==> src/rtl/memory_stage.sv <==
// memory_stage: pipeline memory-access stage. It launches at most one data-bus
// request per instruction, holds the request until the response handshake,
// extracts and extends the load data, and registers the result for writeback.
//
// Ports:
//   clk, rst                 clock; asynchronous active-low reset
//   moduleIn                 execute/memory pipeline register (REG_EX_MEM)
//   moduleOut                registered memory/writeback result (REG_MEM_WB)
//   dreq_valid/addr/size     data-bus request; fields are registered
//   dreq_strobe/data         byte-lane write enables and lane-shifted store data
//   dresp_data_ok/data       response pulse and raw 64-bit aligned read data
//   ok_to_proceed            this stage allows the pipeline to advance
//   ok_to_proceed_overall    global advance (AND of all stage ok flags)

package mem_pkg;
  typedef struct packed {
    logic        valid;
    logic        isMemRead;
    logic        isMemWrite;
    logic [2:0]  funct3;
    logic [63:0] aluOut;
    logic [63:0] storeData;
    logic [63:0] pc;
    logic [4:0]  rd;
    logic        regWrite;
  } REG_EX_MEM;

  typedef struct packed {
    logic        valid;
    logic [63:0] memOut;
    logic        isMemRead;
    logic [63:0] aluOut;
    logic [63:0] pc;
    logic [4:0]  rd;
    logic        regWrite;
  } REG_MEM_WB;
endpackage

module memory_stage
  import mem_pkg::*;
(
  input  logic        clk,
  input  logic        rst,
  input  REG_EX_MEM   moduleIn,
  output REG_MEM_WB   moduleOut,
  output logic        dreq_valid,
  output logic [63:0] dreq_addr,
  output logic [2:0]  dreq_size,
  output logic [7:0]  dreq_strobe,
  output logic [63:0] dreq_data,
  input  logic        dresp_data_ok,
  input  logic [63:0] dresp_data,
  output logic        ok_to_proceed,
  input  logic        ok_to_proceed_overall
);

  typedef enum logic [1:0] {S_IDLE, S_WAIT, S_DONE} state_t;

  state_t      r_state, w_state_nxt;
  logic [2:0]  r_funct3;
  logic [63:0] r_buf;

  logic        w_is_mem;
  logic        w_launch;
  logic [5:0]  w_wsh;
  logic [7:0]  w_mask;
  logic [7:0]  w_strobe;
  logic [63:0] w_wdata;
  logic [63:0] w_rsh;
  logic [63:0] w_ldata;

  assign w_is_mem = moduleIn.valid & (moduleIn.isMemRead | moduleIn.isMemWrite);
  assign w_launch = (r_state == S_IDLE) & w_is_mem;

  // Store path: size-wide byte mask and data moved to their byte lane.
  assign w_wsh = {moduleIn.aluOut[2:0], 3'b000};

  always_comb begin
    w_mask = 8'h00;
    case (moduleIn.funct3[1:0])
      2'd0: w_mask = 8'h01;
      2'd1: w_mask = 8'h03;
      2'd2: w_mask = 8'h0F;
      2'd3: w_mask = 8'hFF;
      default: w_mask = 8'h00;
    endcase
  end

  // Loads never assert byte enables or drive store data.
  assign w_strobe = moduleIn.isMemWrite ? (w_mask << moduleIn.aluOut[2:0]) : 8'h00;
  assign w_wdata  = moduleIn.isMemWrite ? (moduleIn.storeData << w_wsh) : 64'h0;

  // Load path uses the registered request, since moduleIn may not be
  // meaningful while the response is pending.
  assign w_rsh = dresp_data >> {dreq_addr[2:0], 3'b000};

  always_comb begin
    w_ldata = w_rsh;
    case (r_funct3)
      3'b000:  w_ldata = {{56{w_rsh[7]}},  w_rsh[7:0]};
      3'b001:  w_ldata = {{48{w_rsh[15]}}, w_rsh[15:0]};
      3'b010:  w_ldata = {{32{w_rsh[31]}}, w_rsh[31:0]};
      3'b011:  w_ldata = w_rsh;
      3'b100:  w_ldata = {56'h0, w_rsh[7:0]};
      3'b101:  w_ldata = {48'h0, w_rsh[15:0]};
      3'b110:  w_ldata = {32'h0, w_rsh[31:0]};
      default: w_ldata = w_rsh;
    endcase
  end

  // Next-state and ready flag. The launch cycle itself is not ready: the
  // instruction must stay in place until its response has been captured.
  always_comb begin
    w_state_nxt   = r_state;
    ok_to_proceed = 1'b0;
    case (r_state)
      S_IDLE: begin
        ok_to_proceed = ~w_is_mem;
        if (w_is_mem) w_state_nxt = S_WAIT;
      end
      S_WAIT: begin
        if (dresp_data_ok) w_state_nxt = S_DONE;
      end
      S_DONE: begin
        ok_to_proceed = 1'b1;
        if (ok_to_proceed_overall) w_state_nxt = S_IDLE;
      end
      default: w_state_nxt = S_IDLE;
    endcase
  end

  always_ff @(posedge clk or negedge rst) begin
    if (!rst) r_state <= S_IDLE;
    else      r_state <= w_state_nxt;
  end

  // Request registers and result buffer. A response outside WAIT is ignored.
  always_ff @(posedge clk or negedge rst) begin
    if (!rst) begin
      dreq_valid  <= 1'b0;
      dreq_addr   <= 64'h0;
      dreq_size   <= 3'd0;
      dreq_strobe <= 8'h00;
      dreq_data   <= 64'h0;
      r_funct3    <= 3'd0;
      r_buf       <= 64'h0;
    end else if (w_launch) begin
      dreq_valid  <= 1'b1;
      dreq_addr   <= moduleIn.aluOut;
      dreq_size   <= {1'b0, moduleIn.funct3[1:0]};
      dreq_strobe <= w_strobe;
      dreq_data   <= w_wdata;
      r_funct3    <= moduleIn.funct3;
    end else if ((r_state == S_WAIT) && dresp_data_ok) begin
      dreq_valid  <= 1'b0;
      r_buf       <= w_ldata;
    end
  end

  // Writeback register: advance copies the instruction, otherwise a bubble
  // is inserted while the remaining fields hold.
  always_ff @(posedge clk or negedge rst) begin
    if (!rst) begin
      moduleOut <= '0;
    end else if (ok_to_proceed_overall) begin
      moduleOut.valid     <= moduleIn.valid;
      moduleOut.memOut    <= moduleIn.isMemRead ? r_buf : 64'h0;
      moduleOut.isMemRead <= moduleIn.isMemRead;
      moduleOut.aluOut    <= moduleIn.aluOut;
      moduleOut.pc        <= moduleIn.pc;
      moduleOut.rd        <= moduleIn.rd;
      moduleOut.regWrite  <= moduleIn.regWrite;
    end else begin
      moduleOut.valid     <= 1'b0;
    end
  end

endmodule

==> config.mk <==
export PLATFORM = sky130hd
export DESIGN_NAME = memory_stage
export DESIGN_NICKNAME = d
export VERILOG_FILES = /design/src/rtl/memory_stage.sv
export SDC_FILE = /design/constraint.sdc
export NUM_CORES = 1
export LEC_CHECK = 0
export CAP_MARGIN = 0
export CORE_AREA = 2 2 238 240
export CTS_BUF_LIST = sky130_fd_sc_hd__clkbuf_8
export CTS_CLUSTER_SIZE = 28
export DETAILED_ROUTE_END_ITERATION = 16
export DIE_AREA = 0 0 240 242
export SLEW_MARGIN = 20
export SYNTH_ARGS = -nofsm -noshare
export SYNTH_HDL_FRONTEND = slang
export SYNTH_SLANG_ARGS = --single-unit
==> constraint.sdc <==
create_clock -name clk -period 3.4 [get_ports clk]
set_input_delay 0.68 -clock clk [delete_from_list [all_inputs] [get_ports clk]]
set_output_delay 0.68 -clock clk [all_outputs]
set_load 0.01 [all_outputs]
==> key figures <==
STA
  – Setup TNS: 0 ns
  – # setup viols final: 0
  – Final max-slew violation count: 0
  – Post-route clock period utilization: 0.900
  – Min cycle time layout: a little over 3 ns
  – Final Hold Fails: 0
  – RSZ-0062 raised after global routing: no
  – Post-route clock skew: about 0.035 ns
  – Worst-Margin Slew: ~0.88 ns
  – Fmax: 327 MHz
  – Rel. slew slack: 0.412

Layout
  – Fin nets: roughly 2600
  – Area grow syn2layout: 46.2%
  – Util after Layout: 0.487
  – Fillers: between 5000 and 6000
  – Layout cell share with drive strength beyond 1: 0.157
  – Final cell count without fillers: ~3100

Floorplanning
  – Starting Density: 0.333
  – Die area: 58100 um^2
  – Die Width: around 240 um
  – Row count: slightly below 90
  – Die height: ~240 um
  – IO Pins: about 610
  – Core area: 55700 um^2

Power and ir drop
  – Combinational power share: 0.370
  – Peak VDD IR: just over 400 uV
  – Switching part of the total: 0.351
  – Switch Pwr: a little over 7 mW
  – Leakage: 11.7 nW
  – Pwr Density: ~750 nW/um^2
  – Clock power frac: 0.262
  – Power Internal: 13.2 mW
  – Share of power burned in registers: 0.367

Global routing
  – Total Routing Usage GR: 0.228
  – Largest net degree at the start of global routing: slightly below 100
  – First-pass GRT wire length: between 100000 and 150000 um
  – Vias in the first global route: 16100
  – Initial antenna violation count: 4
  – Overflow after GRT: 0

CTS
  – CTS tree: done
  – Clk Latency, worst-skew pair: 0.64 ns
  – Clock sinks: a little over 400
  – Clock buffer depth: 3
  – Total CTS buffers: 75
  – Worst-path clk slew: 0.06 ns
  – Root Buffer: clkbuf_8
  – CTS resizes: 0
  – Setup Buffers After CTS: 0
  – CTS Hold Bufs: 1
  – H-tree level count: 3

Status
  – Status: completed

Synthesis
  – Area contributors post-synth: dfrtp_1 (55%), mux2_2 (9.9%), nand2_1 (5.6%), mux2i_1 (4.6%), a21oi_1 (3.1%)
  – Syn avg cell area: approximately 11 um^2
  – Top_reg_cell synth: dfrtp_1
  – Multiplexer area fraction after synthesis: 0.171
  – Sequential area share after synthesis: 0.548
  – Post-synth top area share: 0.548
  – Synth Instances: ~1700
  – Synth Register Bits: 406
  – Post-synth net total: 1997
  – Synth Cell Area: 18600 um^2
  – Synth Area in XOR/XNOR: 0
  – Synth warnings: 0
  – Yosys top cell by area: dfrtp_1
  – Cell variety after synth: 50
  – Most frequent cell after synthesis: dfrtp_1
  – Async S/R FF share, synth: 1.00
  – Adder-cell share of the synthesized area: 0
  – Number of enable flip-flop cells after synthesis: 0
  – Largest family of logic cells by synthesized area: multiplexers
  – Post-Synth Simple-Gate Area: 0.109
  – Synth Area in Compound Gates: 0.122
  – Synth cell count leaders: dfrtp_1 (406), nand2_1 (275), mux2_2 (163)

Worst setup path
  – Data arrival, critical path: 2.38 ns
  – Reg2Reg Setup Slack: a little under 0.9 ns
  – Critical path class: in -> out
  – CP startpoint kind: input pin
  – Critical path required time: between 2 and 3 ns
  – CP max FO: 4
  – Crit. End Element: output pin

Routing
  – # DRC: 0
  – Pre-antenna DRT Iters: 5
  – DRT antenna net count: 0
  – Routed via count: around 16000
  – Starting DRC count in detailed routing: ~1000
  – Vias/cell: 4.99
  – Wirelength, routed: between 60000 and 70000 um
  – Routed wire length per instance: between 20 and 25 um

Job
  – Maxcap violations: 0

Placement
  – Dpl cells: roughly 3000
  – Gpl congestion: 0.904
  – I/O Buffers: ~610
  – Post-DP HPWL: approximately 49000 um

Hold path
  – Worst min-delay path category: in -> reg
==> state kept, by name (all words and copies together), names as in the netlist <==
register     cells
dreq_valid       1
moduleOut      200
r_state          2
dreq_addr       64
dreq_strobe      8
r_buf           64
dreq_data       64
r_funct3         3
==> stage by stage <==
| step | total power, mW | hold WS, ns | setup WS, ns | area (um^2) |
|---|---|---|---|---|
| floorplan | 11.0 | 0.384 | 1.44 | 18600 |
| global placement | 15.0 | 0.456 | 0.335 | 25400 |
| detailed placement | 15.1 | 0.461 | 0.403 | 25400 |
| CTS | 20.6 | 0.394 | 0.273 | 27100 |
| global route | 21.5 | 0.442 | 0.208 | 27100 |
| finish | 20.3 | 0.461 | 0.340 | 27100 |
==> power groups by stage <==
stage                     clock network (mW)  logic, mW  registers [mW]
after global placement                     0       7.51            7.48
after detailed placement                   0       7.57            7.52
after global routing                    5.71       8.15            7.65
final                                   5.33       7.53            7.46
after floorplan                            0       3.50            7.53
after CTS                               5.49       7.61            7.47
==> layout make-up <==
cell class / count / area (um^2) / share of cell area
sequential: 406 / 10200 / 0.375
antenna: 2 / 5.00 / 0.000184
clock inverter: 34 / 337 / 0.0124
inverter: 71 / 267 / 0.00982
multi-input combinational: 1110 / 7480 / 0.276
tap: 756 / 946 / 0.0349
timing repair buffer: 648 / 6540 / 0.241
clock buffer: 101 / 1390 / 0.0512
==> cell families after synthesis <==
group	count (synthesis)
and+or+nand+nor	479
AOI/OAI and AO/OA	360
muxes	270
DFF	406
buffers and inverters	209
other	1
==> per-layer routing <==
metal | vias to the layer above | part of all wire | global-route usage
li1 | 7170 | - | -
met3 | 114 | 0.082 | 0.0698
met5 | - | 0.00043 | 0
met4 | 4 | 0.029 | 0.0829
met2 | 603 | 0.48 | 0.372
met1 | 7704 | 0.41 | 0.283
==> final timing paths <==
check | from | to | depth (start not counted)
hold reg to reg | dreq_addr[55]$_DFFE_PN0P_ | dreq_addr[55]$_DFFE_PN0P_ | 2
setup / recovery | moduleIn[201] | ok_to_proceed | 5
hold / removal | moduleIn[136] | dreq_addr[2]$_DFFE_PN0P_ | 3
max in group asynchronous | rst | moduleOut[189]$_DFFE_PN0P_ | 3
setup reg to reg | dreq_addr[1]$_DFFE_PN0P_ | r_buf[44]$_DFFE_PN0P_ | 6
min in group asynchronous | rst | moduleOut[162]$_DFFE_PN0P_ | 2
==> worst max-delay path, stage by stage <==
cell and delay [ns]:
clkdlybuf4s50_1 0.50, nor2_1 0.25, nor2_1 0.07, nor2_1 0.26, clkdlybuf4s50_1 0.61
==> cell usage in the layout, fill, tap and decap left out, types with 19 or more instances in the layout <==
master           instances
clkdlybuf4s50_1        605
dfrtp_1                404
nand2_1                275
mux2_2                 163
a21oi_1                114
o21ai_0                109
clkbuf_8               101
nor2_1                  92
inv_1                   87
mux2i_1                 85
nand3_1                 65
a22o_1                  33
a211oi_1                30
buf_4                   26
mux4_2                  22
nor2b_1                 19
Power figures use the tool's default switching activity.
